--- src/rtl/std_mem_d1_stream_rd.sv ---
// Streaming reader for a std_mem_d1: on go, walks a contiguous (wrapping) address
// window and presents each word on a valid/ready stream, then pulses done.
module std_mem_d1_stream_rd #(
   parameter int WIDTH    = 32,
   parameter int SIZE     = 16,
   parameter int IDX_SIZE = 4
) (
   input  logic                clk,
   input  logic                reset_n,
   input  logic                go,
   input  logic [IDX_SIZE-1:0] start_addr,
   input  logic [IDX_SIZE:0]   count,
   output logic [IDX_SIZE-1:0] mem_addr0,
   input  logic [WIDTH-1:0]    mem_read_data,
   output logic [WIDTH-1:0]    out_data,
   output logic                out_valid,
   input  logic                out_ready,
   output logic                done
);

   typedef enum logic [1:0] {
      ST_IDLE  = 2'd0,
      ST_RUN   = 2'd1,
      ST_FLUSH = 2'd2,
      ST_DONE  = 2'd3
   } state_t;

   localparam logic [IDX_SIZE-1:0] LAST_ADDR = IDX_SIZE'(SIZE - 1);
   localparam logic [IDX_SIZE:0]   SIZE_CNT  = (IDX_SIZE + 1)'(SIZE);

   state_t              state_r;
   logic [IDX_SIZE-1:0] addr_r;
   logic [IDX_SIZE:0]   remaining_r;
   logic [WIDTH-1:0]    out_data_r;
   logic                out_valid_r;
   logic                done_r;

   logic [IDX_SIZE-1:0] start_clip_s;
   logic [IDX_SIZE:0]   count_clip_s;
   logic [IDX_SIZE-1:0] next_addr_s;
   logic                load_s;

   // Clamp the request to the memory bounds and compute the wrapping successor address.
   always_comb begin
      start_clip_s = start_addr;
      count_clip_s = count;
      next_addr_s  = addr_r;
      load_s       = 1'b0;
      if ({1'b0, start_addr} >= SIZE_CNT) begin
         start_clip_s = {IDX_SIZE{1'b0}};
      end else begin
         start_clip_s = start_addr;
      end
      if (count > SIZE_CNT) begin
         count_clip_s = SIZE_CNT;
      end else begin
         count_clip_s = count;
      end
      if (addr_r == LAST_ADDR) begin
         next_addr_s = {IDX_SIZE{1'b0}};
      end else begin
         next_addr_s = addr_r + {{(IDX_SIZE-1){1'b0}}, 1'b1};
      end
      // A new word may enter the output register whenever the slot is empty or being drained.
      if ((state_r == ST_RUN) && (!out_valid_r || out_ready)) begin
         load_s = 1'b1;
      end else begin
         load_s = 1'b0;
      end
   end

   // Transfer FSM with registered stream and completion outputs.
   always_ff @(posedge clk or negedge reset_n) begin
      if (!reset_n) begin
         state_r     <= ST_IDLE;
         addr_r      <= {IDX_SIZE{1'b0}};
         remaining_r <= {(IDX_SIZE+1){1'b0}};
         out_data_r  <= {WIDTH{1'b0}};
         out_valid_r <= 1'b0;
         done_r      <= 1'b0;
      end else begin
         case (state_r)
            ST_IDLE: begin
               done_r <= 1'b0;
               if (go) begin
                  addr_r      <= start_clip_s;
                  remaining_r <= count_clip_s;
                  if (count_clip_s == {(IDX_SIZE+1){1'b0}}) begin
                     state_r <= ST_DONE;
                     done_r  <= 1'b1;
                  end else begin
                     state_r <= ST_RUN;
                  end
               end else begin
                  state_r <= ST_IDLE;
               end
            end
            ST_RUN: begin
               if (load_s) begin
                  out_data_r  <= mem_read_data;
                  out_valid_r <= 1'b1;
                  addr_r      <= next_addr_s;
                  remaining_r <= remaining_r - {{IDX_SIZE{1'b0}}, 1'b1};
                  // The last word is now held; only its acceptance remains.
                  if (remaining_r == {{IDX_SIZE{1'b0}}, 1'b1}) begin
                     state_r <= ST_FLUSH;
                  end else begin
                     state_r <= ST_RUN;
                  end
               end else begin
                  state_r <= ST_RUN;
               end
            end
            ST_FLUSH: begin
               if (out_ready) begin
                  out_valid_r <= 1'b0;
                  state_r     <= ST_DONE;
                  done_r      <= 1'b1;
               end else begin
                  state_r <= ST_FLUSH;
               end
            end
            ST_DONE: begin
               done_r  <= 1'b0;
               state_r <= ST_IDLE;
            end
            default: begin
               state_r     <= ST_IDLE;
               out_valid_r <= 1'b0;
               done_r      <= 1'b0;
            end
         endcase
      end
   end

   assign mem_addr0 = addr_r;
   assign out_data  = out_data_r;
   assign out_valid = out_valid_r;
   assign done      = done_r;

endmodule

--- config.mk ---
export PLATFORM = sky130hd
export DESIGN_NAME = std_mem_d1_stream_rd
export DESIGN_NICKNAME = d
export VERILOG_FILES = /design/src/rtl/std_mem_d1_stream_rd.sv
export SDC_FILE = /design/constraint.sdc
export NUM_CORES = 1
export LEC_CHECK = 0
export ABC_AREA = 1
export CORE_ASPECT_RATIO = 1.25
export CORE_UTILIZATION = 44
export DETAILED_ROUTE_END_ITERATION = 8
export GPL_TIMING_DRIVEN = 0
export PLACE_DENSITY = 0.8
export SLEW_MARGIN = 20
export SYNTH_ARGS = -nofsm -noshare
export SYNTH_HDL_FRONTEND = slang
export SYNTH_SLANG_ARGS = --single-unit
--- constraint.sdc ---
create_clock -name clk -period 1.4 [get_ports clk]
set_input_delay 0.28 -clock clk [delete_from_list [all_inputs] [get_ports clk]]
set_output_delay 0.28 -clock clk [all_outputs]
set_load 0.01 [all_outputs]
Word-level counts from Yosys, hierarchy flattened. Index checks and enable logic that the tools add are counted.

Add/sub/neg operators: 2. $lt $le $gt $ge: 1. Eq/ne operators: 8. Muxes and demuxes: 22. Reductions and logical operators: 12.

Operator list (count): 5-bit 2-to-1 mux (3); 4-bit 2-to-1 mux (3); 5-bit one-hot mux with 2 select lines (1); 2-bit 2-to-1 mux (4); 2-bit one-hot mux with 4 select lines (1); 4-bit one-hot mux with 2 select lines (1); 1-bit 2-to-1 mux (7); 2-bit != test (second input constant) (3); 3-bit AND reduction (2); 5-bit by 1-bit == test with 1-bit output (second input constant) (1); 5-bit > comparator (second input constant) (1); 5-bit logical NOT (1); 5-bit by 1-bit subtractor with 5-bit output (second input constant) (1); 4-bit by 1-bit adder with 4-bit output (second input constant) (1); 2-bit == test (second input constant) (2); 4-bit == test (second input constant) (1); 2-bit AND reduction (2); 2-bit nonzero test (2); 1-bit one-hot mux with 3 select lines (1); 3-bit nonzero test (1); 2-bit by 1-bit == test with 1-bit output (second input constant) (1); 2-bit logical NOT (1); 1-bit one-hot mux with 2 select lines (1); 1-bit logical AND (1); other kinds (2) (2).

Bits in registers: 45. Input bits: 45. Output and inout bits: 38. Logic and storage cells: 51.

Depth between registers and ports, before layout. Gate-level depths: netlist of the first run.

Depth after elaboration: 6. Mapped depth: 9. Gate-level depth less buffers: 8.

Worst setup path after synthesis of the first run. Ideal clock, no wire load.

Path kind: register to register. From: reg state_r[1]. To: reg remaining_r[4]. Library setup time: 0.065 ns. Arrival: 1.256 ns. Data required time: 1.335 ns. Slack: 0.079 ns. Stages on the path, launching flop included: 10. Buffers on the path: 2. Clock period less this slack: 1.321 ns. Cells stage by stage: dfrtp_1 inv_1 ha_1 buf_6 inv_2 nand2_2 a21oi_2 buf_6 nand3_1 nand2_1.

Cells in the longest elaborated chain, start to end: 5. Elaborated cells on any way between the ends: 9. Classes of those cells: eq/ne: 3; mux: 2; reduce/logical: 4.

Ends and longest elaborated chain: start: declaration (line 31) `state_t state_r;`; start signal: assignment (line 75) `state_r <= ST_IDLE;`; start signal: assignment (line 89) `state_r <= ST_DONE;`; start signal: assignment (line 92) `state_r <= ST_RUN;`; 2-bit by 1-bit == test with 1-bit output (line 65, 82); 1-bit logical AND (line 65) `if ((state_r == ST_RUN) && (!out_valid_r || out_ready)) begin`; 1-bit 2-to-1 mux (line 65); 2-bit != test (no line); 3-bit AND reduction (no line); end signal: assignment (line 77) `remaining_r <= {(IDX_SIZE+1){1'b0}};`; end signal: assignment (line 87) `remaining_r <= count_clip_s;`; end signal: assignment (line 103) `remaining_r <= remaining_r - {{IDX_SIZE{1'b0}}, 1'b1};`; end: declaration (line 33) `logic [IDX_SIZE:0] remaining_r;`.

Parallel ways exist; a longest one is shown, timed or not. A chain may end at the register's enable or synchronous reset.

Worst setup path after layout of the first run.
From: reg state_r[0]. To: reg addr_r[0], in the netlist mem_addr0[0].

Cells in the longest elaborated chain, start to end: 5. Elaborated cells on any way between the ends: 9. Classes of those cells: eq/ne: 3; mux: 2; reduce/logical: 4.

Ends and longest elaborated chain: 2-bit by 1-bit == test with 1-bit output (line 65, 82); 1-bit logical AND (line 65); 1-bit 2-to-1 mux (line 65); 2-bit != test (no line); 3-bit AND reduction (no line); end signal: assignment (line 76) `addr_r <= {IDX_SIZE{1'b0}};`; end signal: assignment (line 86) `addr_r <= start_clip_s;`; end signal: assignment (line 102) `addr_r <= next_addr_s;`; end: declaration (line 32) `logic [IDX_SIZE-1:0] addr_r;`.

Parallel ways exist; a longest one is shown, timed or not.

==> impl_metrics.csv, run 1 <==
group,metric,value,unit
sta,fmax,713.3,MHz
setup_path,crit_path_end_kind,"flop",
power_and_ir_drop,p_per_area,2173,mW/mm2
cts,insertion_delay,0.30,ns
global_routing,antenna_found_initial,0,
place,io_buffers,82,
sta,finalSetupViolCount,1,
synthesis,synth_adder_area_share,3.497,%
floorplan,dieHeight,80.10,um
cells_and_area,drive_above_1_share,14.21,%
synthesis,syn_avg_cell_area,8.011,um2
place,dp_cells,411,
global_routing,grt_start_max_net_pins,30,
synthesis,synthMuxAreaShare,0,%
drt,wl_per_cell,12.78,um
place,hpwl,3.791,mm
sta,worstMarginPinSlew,0.4468,ns
global_routing,grt_overflow,0,
floorplan,fp-row-count,28,
setup_path,crit_arrival,1.62,ns
sta,grt_setup_unrepaired,"true",
drt,drt_wl_total,5.446,mm
sta,drv_slew,0,
sta,finalHoldViolations,0,
floorplan,die_area,0.005165,mm2
sta,maxSlewHeadroom,70.21,%
synthesis,synth_top_family_by_area,"simple AND/OR/NAND/NOR gates",
cts,clockBufferDepth,2,
sta,worst_hold_slack,0.4353,ns
synthesis,ys_ff_latch,45,
flow_run,cap_violations,0,
setup_path,worst_ep_required_time,1.62,ns
synthesis,synthFlopType,"dfrtp_1",
synthesis,synth_cell_types,22,
run_status,violations,"setup timing",
synthesis,syn-num-nets,319,
setup_path,reg2regPathDepth,7,
synthesis,synth_cells,268,
cells_and_area,finalNonFillerCells,426,
sta,finalSetupTns,-0.001956,ns
run_status,outcome,"complete, but fails checks",
cells_and_area,area_delta_synth_final,51.98,%
cts,cts_max_level,2,
sta,min_period,1.402,ns
floorplan,fp.dieW,64.48,um
setup_path,worstPathMaxFanout,7,
synthesis,synth-seq-area-share,52.45,%
cts,cts.sinks,45,
sta,period_share,100.1,%
global_routing,grt_usage,22.34,%
cts,numCtsBuffers,5,
power_and_ir_drop,peakVddDrop,0.001006,V
global_routing,grt_pass1_wl,8.845,mm
drt,drtPass1Iterations,5,
cells_and_area,n_antenna_cell,0,
synthesis,synth_compound_area_share,3.030,%
hold_path,hold_class,"in -> async",
drt,drc,0,
drt,dr.first_iter.drc_count,112,
synthesis,synthSimpleGateAreaFrac,34.62,%
synthesis,yosysWarnings,0,
global_routing,grt_pass1_vias,2019,
drt,vias,2124,
setup_path,critPathLaunchType,"flop",
synthesis,synth-xor-area-share,0,%
sta,fin_skew,0.007843,ns
drt,via_per_inst,4.986,
power_and_ir_drop,p_leak,1.725,nW
floorplan,initial_core_util,45.40,%
sta,fin_ws,-0.001956,ns
cells_and_area,final_nets,416,
cts,cts_tree,"built",
synthesis,synth_area,0.002147,mm2
setup_path,criticalPathCategory,"reg -> reg",
synthesis,synth-edff-count,0,
floorplan,io_pins,83,
cts,ctsRootBufferMaster,"clkbuf_8",
cts,clk_pin_slew,0.08,ns
drt,antenna_left,0,
floorplan,core_area,0.004730,mm2
synthesis,synthArstFlopShare,100.0,%
place,routabilityCongestion,0.8137,
==> final timing paths <==
check | startpoint | endpoint | slack (ns)
min | reset_n | remaining_r[1] | 0.44
min in group clk | out_data[27] | out_data[27] | 0.47
max reg2reg | state_r[0] | mem_addr0[0] | -0.002
max | state_r[0] | mem_addr0[0] | -0.002
min reg2reg | out_data[27] | out_data[27] | 0.47
max in group asynchronous | reset_n | mem_addr0[2] | 0.48
==> routing by layer <==
layer / vias to the layer above / global-route usage (%) / wire length (um)
met5: - / 0 / 0
met4: 0 / 10.67 / 132
met1: 993 / 25.62 / 2229
li1: 1045 / - / -
met3: 12 / 4.688 / 300
met2: 74 / 39.26 / 2783
==> kinds of logic after synthesis <==
family,after synthesis
adders and majority gates,6
and+or+nand+nor,174
buffers and inverters,31
AOI/OAI and AO/OA,12
DFF,45
==> area by class of cell <==
| type | count | area, um2 |
|---|---|---|
| plain buffers | 12 | 77.57 |
| well taps | 60 | 75.07 |
| flip-flops and latches | 45 | 1127 |
| clock buffers | 5 | 68.82 |
| multi-input cells | 192 | 968.4 |
| fillers | 404 | 1466 |
| inverters | 18 | 70.07 |
| clock inverters | 3 | 17.52 |
| repair buffers | 91 | 858.3 |
==> timing repair <==
item                                    CTS  global route
endpoints found under the hold margin    16             0
cloned                                    1             0
buffers inserted                          5             1
resized for setup                        50            26
hold buffers                              1             0
pin swaps                                 1             7
endpoints found under the setup margin   77            25
==> metrics by stage <==
step / utilization [%] / power (mW) / setup WS [ns] / instance area (um2)
6_report: 68.99 / 7.091 / -0.001956 / 3263
5_1_grt: 68.99 / 7.703 / -0.05168 / 3263
3_3_place_gp: 64.34 / 6.030 / -1.173 / 3043
4_1_cts: 67.20 / 6.813 / 0.003033 / 3178
2_1_floorplan: - / 4.450 / 0.07911 / 2147
3_5_place_dp: 64.66 / 6.135 / -0.2307 / 3058
==> critical path, cell delays in order, from the launching register on <==
cell and delay, ns:
dfrtp_1 0.45, ha_4 0.24, inv_4 0.08, nand2_2 0.07, a21oi_4 0.21, buf_6 0.16
nand2_2 0.05, o21ai_1 0.07
==> cell usage after synthesis, drive strengths merged, types with 3 or more instances <==
master  number  share of area (%)
nand2      107                 20
o21ai        6                1.4
buf          7                2.2
ha           6                3.5
nor2        16                2.9
a21oi        5                1.3
clkbuf       6                1.0
inv         18                3.1
nand4        3               0.87
dfrtp       45                 52
nand3       45                 10
==> flip-flops by register name, indices dropped and copies added (netlist names) <==
register and count:
mem_addr0 4, remaining_r 5, done 1, out_valid 1
state_r 2, out_data 32
==> where the power goes <==
| part | internal (mW) | switching, mW | total (mW) |
|---|---|---|---|
| Combinational | 1.77 | 2.25 | 4.01 |
| Clock | 0.345 | 0.432 | 0.776 |
| Sequential | 1.93 | 0.369 | 2.30 |
| Total | 4.04 | 3.05 | 7.09 |
==> layout by cell type, fill, tap and decap left out, types with 2 or more instances in the layout <==
cell / count
nand2_1: 99
inv_2: 4
buf_6: 3
nand2_4: 2
dfrtp_1: 44
a21oi_1: 4
inv_1: 13
nand3_1: 43
clkdlybuf4s50_1: 43
nand4_1: 3
o21ai_2: 3
nand2_2: 5
ha_4: 2
o21ai_1: 3
clkinv_2: 2
dlygate4sd2_1: 38
ha_1: 4
clkbuf_2: 5
clkbuf_8: 5
buf_2: 4
nand3_2: 2
nor2_1: 15
buf_4: 5
Note: power is estimated with default switching activity, not from simulation.
==> run 2, diff against run 1 <==
- GPL_TIMING_DRIVEN: 0 -> not set
==> impl_metrics.csv, run 2 (same netlist as run 1, synthesis figures left out) <==
group,metric,value,unit
sta,maxSlewHeadroom,76.23,%
cells_and_area,fin_area,0.003426,mm2
setup_path,critPathMaxStageDelay,0.40,ns
floorplan,fp.dieW,64.48,um
floorplan,fp-row-count,28,
setup_path,cp_slowest_cell,"dfrtp_1",
sta,finalSetupViolCount,0,
sta,fmax,738.0,MHz
run_status,outcome,"complete, no violations",
place,io_buffers,82,
drt,drt_wl_total,5.961,mm
cells_and_area,fillers,371,
cells_and_area,largest_reg_flops,32,
drt,dr.first_iter.drc_count,174,
place,hpwl,4.154,mm
setup_path,worst_ep_required_time,1.63,ns
floorplan,initial_core_util,45.40,%
setup_path,crit_path_end_kind,"flop",
sta,fin_ws,0.04506,ns
sta,min_period,1.355,ns
floorplan,io_pins,83,
cells_and_area,finalNonFillerCells,436,
sta,period_share,96.78,%
place,preCtsSetupSlack,-0.1131,ns
setup_path,criticalPathCategory,"reg -> reg",
power_and_ir_drop,p_leak,1.807,nW
drt,antenna_left,0,
sta,drv_slew,0,
flow_run,cap_violations,0,
cells_and_area,layout_commonest_cell,"nand2_1",
cells_and_area,finalCoreUtilization,72.43,%
sta,finalHoldViolations,0,
global_routing,grt_pass1_vias,2059,
global_routing,grt_start_max_net_pins,34,
global_routing,antenna_found_initial,0,
cells_and_area,drive_above_1_share,15.96,%
floorplan,die_area,0.005165,mm2
cts,cts_tree,"built",
cells_and_area,final_nets,426,
global_routing,grt_usage,23.72,%
cts,numCtsBuffers,5,
floorplan,core_area,0.004730,mm2
floorplan,dieHeight,80.10,um
power_and_ir_drop,peakVddDrop,0.001116,V
drt,drc,0,
place,dp_cells,419,
sta,worst_hold_slack,0.4165,ns
cells_and_area,area_delta_synth_final,59.56,%
drt,vias,2189,
global_routing,grt_pass1_wl,9.301,mm
cts,insertion_delay,0.30,ns
setup_path,crit_chain,"inv_2 -> ha_4 -> buf_12 -> nand4_1 -> nand3_1 -> and2_1",
cts,cts_max_level,2,
cells_and_area,n_antenna_cell,0,
global_routing,grt_overflow,0,
cts,ctsRootBufferMaster,"clkbuf_8",
setup_path,critPathLaunchType,"flop",
drt,via_per_inst,5.021,
place,dpl_cell_area,0.003186,mm2
setup_path,worstPathMaxFanout,14,
place,routabilityCongestion,0.8387,
cells_and_area,layout_common_cells,"nand2_1, nand3_1, dfrtp_1, clkdlybuf4s50_1, dlygate4sd2_1",
sta,fin_skew,0.01127,ns
setup_path,crit_arrival,1.58,ns
power_and_ir_drop,p_per_area,2273,mW/mm2
cts,clk_pin_slew,0.08,ns
drt,wl_per_cell,13.67,um
hold_path,hold_class,"in -> async",
cts,clockBufferDepth,2,
cts,cts.sinks,45,
drt,drtPass1Iterations,4,
sta,worstMarginPinSlew,0.3566,ns
## run 2: final timing paths
path	slack, ns	start	end	cells after the start
worst max-delay path	0.05	state_r[1]	state_r[1]	6
min in group clk	0.47	out_data[6]	out_data[6]	2
worst min-delay path	0.42	reset_n	remaining_r[0]	2
worst min register to register	0.47	out_data[6]	out_data[6]	2
max in group asynchronous	0.48	reset_n	out_data[23]	3
worst max register to register	0.05	state_r[1]	state_r[1]	6
## run 2: through the flow
step	total power [mW]	TNS, ns
finish	7.788	0
global route	8.378	-0.03708
CTS	7.374	0
detailed placement	6.570	-3.213
global placement	6.441	-2.407
floorplan	4.450	0
## run 2: timing repair
action | CTS | global route
hold endpoints to repair | 13 | 0
cloned | 0 | 1
resized for setup | 46 | 18
pin swaps | 1 | 5
hold buffers | 1 | 0
setup endpoints to repair | 58 | 13
buffers inserted | 4 | 3
## run 2: power breakdown
| part | internal (mW) | total [mW] | switching (mW) | leakage [nW] |
|---|---|---|---|---|
| sequential | 1.93 | 2.30 | 0.370 | 0.557 |
| combinational | 2.15 | 4.51 | 2.36 | 1.20 |
| clock | 0.536 | 0.979 | 0.443 | 0.0554 |
## run 2: layout make-up
class | count | area (um2) | share of cell area (%)
Timing Repair Buffer | 113 | 1086 | 31.70
Tap cell | 60 | 75.07 | 2.191
Multi-Input combinational cell | 192 | 954.7 | 27.87
Sequential cell | 45 | 1126 | 32.87
Inverter | 18 | 72.57 | 2.118
Clock buffer | 6 | 72.57 | 2.118
Clock inverter | 2 | 38.79 | 1.132
## run 2: critical path, delay by kind of cell (launching register included)
kind          cells  cell delay [ns]
fa+ha+maj         1             0.21
buf+inv           2             0.26
flops             1             0.40
simple gates      3             0.41
## run 2: layer usage
metal / global-route usage, % / vias to the layer above / part of all wire (%)
li1: - / 1069 / -
met1: 28.60 / 1025 / 40
met2: 40.74 / 80 / 52
met3: 4.403 / 15 / 5.1
met4: 10.89 / 0 / 2.9
met5: 0 / - / 0
==> run 3, diff against run 2 <==
- CELL_PAD_IN_SITES_DETAIL_PLACEMENT: not set -> 0
- CELL_PAD_IN_SITES_GLOBAL_PLACEMENT: not set -> 1
- CORE_UTILIZATION: 44 -> 31
- PLACE_DENSITY: 0.8 -> not set
- PLACE_DENSITY_LB_ADDON: not set -> 0.1
==> impl_metrics.csv, run 3 (same netlist as run 1, synthesis figures left out) <==
group,metric,value,unit
setup_path,criticalPathCategory,"reg -> reg",
drt,wl_met3,303,um
setup_path,worstPathMaxFanout,7,
cells_and_area,multi_input_area,927.1,um2
cts,cts.sinks,45,
global_routing,grt_pass1_vias,1944,
floorplan,initial_core_util,32.50,%
power_and_ir_drop,p_leak,1.759,nW
floorplan,fp.dieW,76.44,um
global_routing,grt_usage,16.03,%
cells_and_area,area_delta_synth_final,56.00,%
drt,dr.first_iter.drc_count,74,
sta,maxSlewHeadroom,77.97,%
setup_path,crit_family,"flip-flops",
drt,antenna_left,0,
drt,vias,2028,
setup_path,reg2reg_from,"state_r[1]",
drt,top_layer_used,"met4",
sta,drv_slew,0,
place,io_buffers,82,
power_and_ir_drop,p_comb_share,55.7,%
hold_path,hold_class,"in -> async",
cts,cts_tree,"built",
sta,finalSetupTns,0,ns
cts,clockBufferDepth,2,
global_routing,grt_start_max_net_pins,27,
floorplan,core_area,0.006606,mm2
setup_path,cp-endpoint,"remaining_r[2]",
cells_and_area,n_antenna_cell,0,
power_and_ir_drop,swShare,41.44,%
power_and_ir_drop,peakVddDrop,0.0007134,V
global_routing,antenna_found_initial,0,
setup_path,critPathLaunchType,"flop",
place,hpwl,4.111,mm
floorplan,io_pins,83,
drt,route.met2.wl,2.699,mm
power_and_ir_drop,power_frac_clock,12.1,%
cts,numCtsBuffers,5,
drt,drtPass1Iterations,4,
setup_path,critPathBufInv,3,
drt,drt_wl_total,5.608,mm
drt,wl_per_cell,12.24,um
drt,drc,0,
setup_path,worst_ep_required_time,1.64,ns
drt,via_per_inst,4.428,
cts,cts_max_level,2,
place,dp_cells,445,
cells_and_area,regArea,0.001127,mm2
power_and_ir_drop,p_int,4.151,mW
sta,fmax,752.9,MHz
cells_and_area,finalNonFillerCells,458,
power_and_ir_drop,p_seq_share,32.2,%
sta,finalSetupViolCount,0,
cells_and_area,final_nets,421,
global_routing,grt_overflow,0,
sta,period_share,94.87,%
setup_path,crit_start,"state_r[1]",
power_and_ir_drop,p_per_area,2116,mW/mm2
global_routing,grt_pass1_wl,9.114,mm
setup_path,cp.depth,7,
power_and_ir_drop,p_sw,2.937,mW
cts,clk_pin_slew,0.08,ns
setup_path,crit_chain,"inv_2 -> ha_4 -> inv_4 -> buf_4 -> nor3_2 -> o21ai_2 -> nand2_1",
setup_path,crit_arrival,1.57,ns
floorplan,fp-row-count,33,
sta,min_period,1.328,ns
run_status,outcome,"complete, no violations",
setup_path,reg2regPathDepth,7,
drt,wl_met1,2.509,mm
sta,grt_setup_unrepaired,"true",
cts,insertion_delay,0.30,ns
cells_and_area,layout_common_cells,"nand2_1, nand3_1, dfrtp_1, clkdlybuf4s50_1, dlygate4sd2_1",
power_and_ir_drop,finalPower,7.089,mW
setup_path,crit_path_end_kind,"flop",
cts,ctsRootBufferMaster,"clkbuf_8",
sta,worstMarginPinSlew,0.3304,ns
sta,fin_skew,0.004982,ns
setup_path,cp_slowest_cell,"dfrtp_1",
place,routabilityCongestion,0.7732,
setup_path,r2r_setup_slack,0.07,ns
floorplan,die_area,0.007265,mm2
sta,worst_hold_slack,0.4067,ns
flow_run,cap_violations,0,
setup_path,critPathMaxStageDelay,0.40,ns
cells_and_area,fillers,686,
floorplan,dieHeight,95.05,um
setup_path,r2r-end,"remaining_r[2]",
cells_and_area,drive_above_1_share,14.02,%
cells_and_area,layout_commonest_cell,"nand2_1",
cells_and_area,largest_reg_flops,32,
sta,finalHoldViolations,0,
[run 3: through the flow]
step / setup WS [ns] / utilization [%] / instance area [um2]
4_1_cts: 0.01253 / 50.19 / 3316
2_1_floorplan: 0.07911 / - / 2147
5_1_grt: -0.01035 / 50.70 / 3349
3_5_place_dp: -0.09084 / 48.62 / 3212
3_3_place_gp: -0.07473 / 48.62 / 3212
6_report: 0.07179 / 50.70 / 3349
[run 3: cell type report]
type                       instances  area share [%]
tap                               87           3.250
clock buffer                       6           2.465
inverter                          18           2.092
timing repair buffer             108           30.44
clock inverter                     2          0.4109
sequential                        45           33.66
multi-input combinational        192           27.68
[run 3: power groups by stage]
stage | combinational, mW | sequential, mW | clock, mW
final | 3.95 | 2.29 | 0.856
after global routing | 4.45 | 2.38 | 0.943
after CTS | 3.92 | 2.29 | 0.880
after detailed placement | 4.11 | 2.34 | 0
after global placement | 4.07 | 2.34 | 0
after floorplan | 1.89 | 2.56 | 0
[run 3: timing repair]
| item | 4_1_cts | 5_1_grt |
|---|---|---|
| endpoints found under the setup margin | 47 | 10 |
| gates cloned | 0 | 0 |
| resized for setup | 43 | 9 |
| hold buffers | 1 | 0 |
| endpoints found under the hold margin | 9 | 0 |
| pin swaps | 0 | 4 |
| buffers inserted | 3 | 1 |
[run 3: how the worst min path moves through the flow]
| stage | start | endpoint | slack, ns | cells past startpoint |
|---|---|---|---|---|
| finish | reset_n | remaining_r[0] | 0.41 | 2 |
| global route | reset_n | mem_addr0[3] | 0.42 | 2 |
| CTS | reset_n | mem_addr0[3] | 0.41 | 2 |
| detailed placement | reset_n | remaining_r[0] | 0.19 | 1 |
| global placement | reset_n | remaining_r[0] | 0.20 | 1 |
| floorplan | reset_n | done | -0.02 | 0 |
[run 3: layer usage]
metal	global-route usage, %	vias to the layer above
met4	5.769	0
li1	-	1050
met5	0	-
met2	27.03	52
met1	19.58	918
met3	4.689	8
